File: src/rtl/lsu.sv
// RV32I load/store unit: one memory transaction per instruction over a valid/ready bus,
// with lane formatting, load extension, a response timeout and ALU pass-through.
module lsu #(
  parameter int RESP_TIMEOUT = 255,
  parameter int CNT_W        = 8
) (
  input  logic        clk,
  input  logic        rst,
  input  logic        in_valid,
  output logic        in_ready,
  input  logic        is_load,
  input  logic        is_store,
  input  logic [2:0]  func3,
  input  logic [31:0] addr,
  input  logic [31:0] store_data,
  output logic        mem_req_valid,
  input  logic        mem_req_ready,
  output logic [31:0] mem_req_addr,
  output logic        mem_req_wen,
  output logic [31:0] mem_req_wdata,
  output logic [3:0]  mem_req_wmask,
  input  logic        mem_resp_valid,
  input  logic [31:0] mem_resp_rdata,
  output logic        out_valid,
  input  logic        out_ready,
  output logic [31:0] out_data,
  output logic        err
);

  typedef enum logic [1:0] {S_IDLE, S_REQ, S_RESP, S_OUT} state_t;

  state_t           r_state, w_next;
  logic [CNT_W-1:0] r_cnt;
  logic             r_is_load;
  logic [2:0]       r_func3;
  logic [1:0]       r_off;
  logic [31:0]      r_req_addr, r_wdata, r_out_data;
  logic [3:0]       r_wmask;
  logic             r_wen, r_err;

  logic        w_accept, w_is_mem, w_legal, w_misal, w_timeout;
  logic [31:0] w_wdata, w_load_data;
  logic [3:0]  w_wmask;
  logic [7:0]  w_byte;
  logic [15:0] w_half;

  assign w_accept  = in_valid && in_ready;
  assign w_is_mem  = is_load || is_store;
  assign w_misal   = ((func3[1:0] == 2'd1) && addr[0]) ||
                     ((func3[1:0] == 2'd2) && (addr[1:0] != 2'b00));
  assign w_timeout = (r_cnt == CNT_W'(RESP_TIMEOUT - 1));

  always_comb begin
    w_legal = 1'b0;
    if (is_load)
      w_legal = (func3 == 3'd0) || (func3 == 3'd1) || (func3 == 3'd2) ||
                (func3 == 3'd4) || (func3 == 3'd5);
    else if (is_store)
      w_legal = (func3 == 3'd0) || (func3 == 3'd1) || (func3 == 3'd2);
  end

  always_comb begin
    w_wdata = store_data;
    w_wmask = 4'b1111;
    case (func3[1:0])
      2'd0: begin
        w_wdata = {4{store_data[7:0]}};
        w_wmask = 4'b0001 << addr[1:0];
      end
      2'd1: begin
        w_wdata = {2{store_data[15:0]}};
        w_wmask = 4'b0011 << addr[1:0];
      end
      default: ;
    endcase
  end

  assign w_byte = mem_resp_rdata[{r_off, 3'b000} +: 8];
  assign w_half = mem_resp_rdata[{r_off[1], 4'b0000} +: 16];

  always_comb begin
    case (r_func3)
      3'd0:    w_load_data = {{24{w_byte[7]}}, w_byte};
      3'd1:    w_load_data = {{16{w_half[15]}}, w_half};
      3'd4:    w_load_data = {24'd0, w_byte};
      3'd5:    w_load_data = {16'd0, w_half};
      default: w_load_data = mem_resp_rdata;
    endcase
  end

  always_ff @(posedge clk or posedge rst) begin
    if (rst) r_state <= S_IDLE;
    else     r_state <= w_next;
  end

  always_comb begin
    w_next = r_state;
    case (r_state)
      S_IDLE: if (w_accept) w_next = (!w_is_mem || !w_legal || w_misal) ? S_OUT : S_REQ;
      S_REQ:  if (mem_req_ready) w_next = S_RESP;
      S_RESP: if (mem_resp_valid || w_timeout) w_next = S_OUT;
      S_OUT:  if (out_ready) w_next = S_IDLE;
      default: w_next = S_IDLE;
    endcase
  end

  always_comb begin
    in_ready      = (r_state == S_IDLE) && !rst;
    mem_req_valid = (r_state == S_REQ);
    out_valid     = (r_state == S_OUT);
  end

  always_ff @(posedge clk or posedge rst) begin
    if (rst) begin
      r_cnt      <= '0;
      r_is_load  <= 1'b0;
      r_func3    <= 3'd0;
      r_off      <= 2'd0;
      r_req_addr <= 32'd0;
      r_wdata    <= 32'd0;
      r_wmask    <= 4'd0;
      r_wen      <= 1'b0;
      r_out_data <= 32'd0;
      r_err      <= 1'b0;
    end else begin
      if (w_accept) begin
        r_is_load  <= is_load;
        r_func3    <= func3;
        r_off      <= addr[1:0];
        r_req_addr <= {addr[31:2], 2'b00};
        r_wen      <= is_store;
        r_wdata    <= is_store ? w_wdata : 32'd0;
        r_wmask    <= is_store ? w_wmask : 4'd0;
        if (!w_is_mem) begin
          r_out_data <= addr;
          r_err      <= 1'b0;
        end else if (!w_legal || w_misal) begin
          r_out_data <= 32'd0;
          r_err      <= 1'b1;
        end
      end
      if (r_state == S_REQ) r_cnt <= '0;
      else if (r_state == S_RESP) r_cnt <= r_cnt + 1'b1;
      // a response arriving on the timeout cycle still counts as a completion
      if (r_state == S_RESP) begin
        if (mem_resp_valid) begin
          r_out_data <= r_is_load ? w_load_data : 32'd0;
          r_err      <= 1'b0;
        end else if (w_timeout) begin
          r_out_data <= 32'd0;
          r_err      <= 1'b1;
        end
      end
    end
  end

  assign mem_req_addr  = r_req_addr;
  assign mem_req_wen   = r_wen;
  assign mem_req_wdata = r_wdata;
  assign mem_req_wmask = r_wmask;
  assign out_data      = r_out_data;
  assign err           = r_err;

endmodule

File: config.mk
export PLATFORM = sky130hd
export DESIGN_NAME = lsu
export DESIGN_NICKNAME = d
export VERILOG_FILES = /design/src/rtl/lsu.sv
export SDC_FILE = /design/constraint.sdc
export NUM_CORES = 1
export LEC_CHECK = 0
export ABC_AREA = 1
export CAP_MARGIN = 0
export CORE_UTILIZATION = 46
export DETAILED_ROUTE_END_ITERATION = 10
export GPL_TIMING_DRIVEN = 0
export HOLD_SLACK_MARGIN = 0.02
export PLACE_DENSITY = 0.82
export SLEW_MARGIN = 5
export SYNTH_ARGS = -nofsm -noshare
export SYNTH_HDL_FRONTEND = slang
export SYNTH_SLANG_ARGS = --single-unit
File: constraint.sdc
create_clock -name clk -period 5.08 [get_ports clk]
set_input_delay 1.016 -clock clk [delete_from_list [all_inputs] [get_ports clk]]
set_output_delay 1.016 -clock clk [all_outputs]
set_load 0.01 [all_outputs]
==> results.yml <==
sta:
  hold_viol_final: 0
  report.final.setup_viol: 0
  max_freq_ghz: 0.304
  final-max-slew-violation-count: 0
  rsz0062_at_grt: "no"
  max-slew-margin-rel_pct: 59.0
  clock_skew_ns: 0.0115
  post-route-period-util_pct: 64.7
  worst_pin_slew_ns: 0.616
  layout_setup_ws_ns: 1.79
  whs_ns: 0.477
  min_period_ns: 3.29
worst_setup_path:
  critPathMaxStageDelay_ns: 0.54
  crit_slowest_cell: "clkdlybuf4s50_1"
  rrSetupSlack_ns: 2.93
  worstSetupEndpointType: "output pin"
  cp_max_fo: 2
  r2r-end: "mem_req_wdata[8]"
  critPathRequiredTime_ns: 4.06
  crit_path_start_kind: "input port"
  cp_common_cell: "clkdlybuf4s50_1"
  cp.arrival_ns: 2.27
  crit_chain: "clkdlybuf4s50_1, nor2_4, clkdlybuf4s50_1"
  path_class: "in -> out"
  rr_worst_depth: 11
  reg2reg_from: "r_state[0]"
power:
  leakage_nw: 4.50
  powerDensity_mw_per_mm2: 562
  ir_drop_uv: 293
cts:
  htreeDepth: 4
  cts_sinks: 116
  cts_tree: "done"
  numCtsBuffers: 17
  clk-insertion-delay-late_ns: 0.43
  cts_buffer_depth: 2
  hold_buffers: 0
  cts_root_buf: "clkbuf_16"
  ctsResizeCount: 0
  cts.clk_slew.worst_paths_ns: 0.06
  cts_setup_buffers: 0
yosys:
  ys_top_cells_by_area: "dfrtp_1 (48%), nand2_1 (23%), o21ai_0 (4.5%), nand3_1 (3.5%), nor2_1 (3.5%)"
  synth_top_area_cell: "dfrtp_1"
  ys_seq_elements: 116
  postSynthAreaPerCell_um2: 7.39
  yosysSeqAreaShare_pct: 48.4
  yosysTopAreaCellShare_pct: 48.4
  ys_types: 31
  synthesis.area_mm2: 0.00599
  yosys_warnings: 0
  synthCells: 811
placement:
  portBuffers: 208
  postPlaceCellArea_mm2: 0.00833
  dp_hpwl_um: 14700
  dpl_worst_slack_ns: 1.78
  place.gp.congestion: 0.958
  dp.cells: 1193
hold_path:
  hold_end: "mem_req_addr[25]"
  min_path_type: "reg -> reg"
  hold_path_depth: 2
  min_from: "mem_req_addr[25]"
floorplan:
  num_rows: 41
  chipWidth_um: 116
  core_area_mm2: 0.0127
  die_area_mm2: 0.0135
  initial_core_util_pct: 47.3
  die-height_um: 116
  pin_count: 212
route:
  ant_nets: 0
  totalWireLength_um: 20300
  initialDrtViolationCount: 534
  vias: 6377
  post_drt_wl_per_cell_um: 16.6
  drc_errors: 0
  first_pass_iters: 5
  viasPerCell: 5.21
global_route:
  grt_first_pass_wirelength_um: 31500
  grt_usage_pct: 31.2
  grt_max_degree: 67
  grt_pass1_vias: 6190
  gr-total-overflow: 0
  antenna_found_initial: 0
job:
  maxCapViolCount: 0
cells_and_area:
  final_util_pct: 70.5
  drive_gt1_share_pct: 7.31
  final_cells: 1225
  syn_to_final_growth_pct: 49.0
  fin_area_mm2: 0.00893
  nets: 1154
  antennaDiodeCount: 0
outcome:
  status: "finished clean"
-- worst max-delay path by stage --
stage	startpoint	to
final	rst	in_ready
after detailed placement	rst	in_ready
after global routing	rst	in_ready
after floorplan	rst	err
after CTS	rst	in_ready
after global placement	rst	out_data[4]
-- placed cells by master (no fill, tap or decap), types with 4 or more instances in the layout --
cell type        count
ha_1                 7
dfrtp_1            116
o21ai_0             54
o21ai_1              5
a21oi_1             23
buf_2               20
nand2_1            367
inv_1               41
nor2_1              56
clkbuf_16           17
mux2i_1              8
clkinv_2             4
nor3_1              10
nand3_1             42
clkbuf_1            14
clkdlybuf4s50_1    208
inv_2                5
o221ai_1             5
buf_4                7
o22ai_1              9
-- worst max-delay path: cells and delay by family --
family,cells,cell delay [ns]
buffers and inverters,2,1.07
AND/OR/NAND/NOR,1,0.17
-- final cells by class --
class,instances,area (µm²)
clock buffers,19,443
repair buffers,209,2110
plain buffers,44,239
fillers,1031,3740
clock inverters,13,159
multi-input cells,605,2680
inverters,47,181
flip-flops and latches,116,2900
well taps,172,215
-- Yosys cell counts --
| cell type | n |
|---|---|
| a21oi_1 | 23 |
| a31oi_1 | 2 |
| buf_1 | 1 |
| buf_2 | 20 |
| buf_4 | 7 |
| buf_6 | 3 |
| clkbuf_1 | 13 |
| conb_1 | 1 |
| dfrtp_1 | 116 |
| ha_1 | 7 |
| inv_1 | 42 |
| inv_2 | 5 |
| mux2i_1 | 8 |
| nand2_1 | 367 |
| nand2_2 | 3 |
| nand3_1 | 42 |
| nand3_2 | 2 |
| nand3b_1 | 1 |
| nor2_1 | 56 |
| nor2_4 | 1 |
| nor3_1 | 10 |
| nor3b_1 | 2 |
| o211ai_1 | 2 |
| o211ai_4 | 1 |
| o21ai_0 | 54 |
| o21ai_1 | 5 |
| o21ai_2 | 1 |
| o221ai_1 | 5 |
| o22ai_1 | 9 |
| o31ai_1 | 1 |
| or2_2 | 1 |
-- layer usage --
layer	global-route usage (%)	vias up	share of wire, %
met3	7.52	52	8.0
met4	15.5	0	3.8
met2	49.5	295	47
met1	40.2	3003	41
met5	0	-	0
li1	-	3027	-
-- stage by stage --
stage / setup TNS, ns / power [mW]
5_1_grt: 0 / 5.32
3_3_place_gp: -100.35 / 3.70
2_1_floorplan: 0 / 2.62
6_report: 0 / 5.01
4_1_cts: 0 / 5.01
3_5_place_dp: 0 / 3.76
-- cells by family (layout without fill, tap and decap cells) --
kind of cell / count (synthesis) / in the layout / synth area share, %
DFF: 116 / 116 / 48.4
buffers and inverters: 91 / 332 / 6.93
and+or+nand+nor: 485 / 485 / 32.2
AOI/OAI and AO/OA: 103 / 103 / 9.61
muxes: 8 / 8 / 1.34
adders and majority gates: 7 / 7 / 1.46
other: 1 / 2 / 0.0626
-- sequential cells by signal, indices dropped and copies added, names as in the netlist --
name and count:
mem_req_addr 30, mem_req_wdata 32, mem_req_wmask 4, r_func3 3, out_data 32, err 1
r_is_load 1, r_cnt 8, r_off 2, r_state 2, mem_req_wen 1
-- power by group --
part | internal, mW | switching [mW]
clock | 0.781 | 0.447
sequential | 1.32 | 0.244
combinational | 1.05 | 1.17
Note: power is estimated with default switching activity, not from simulation.
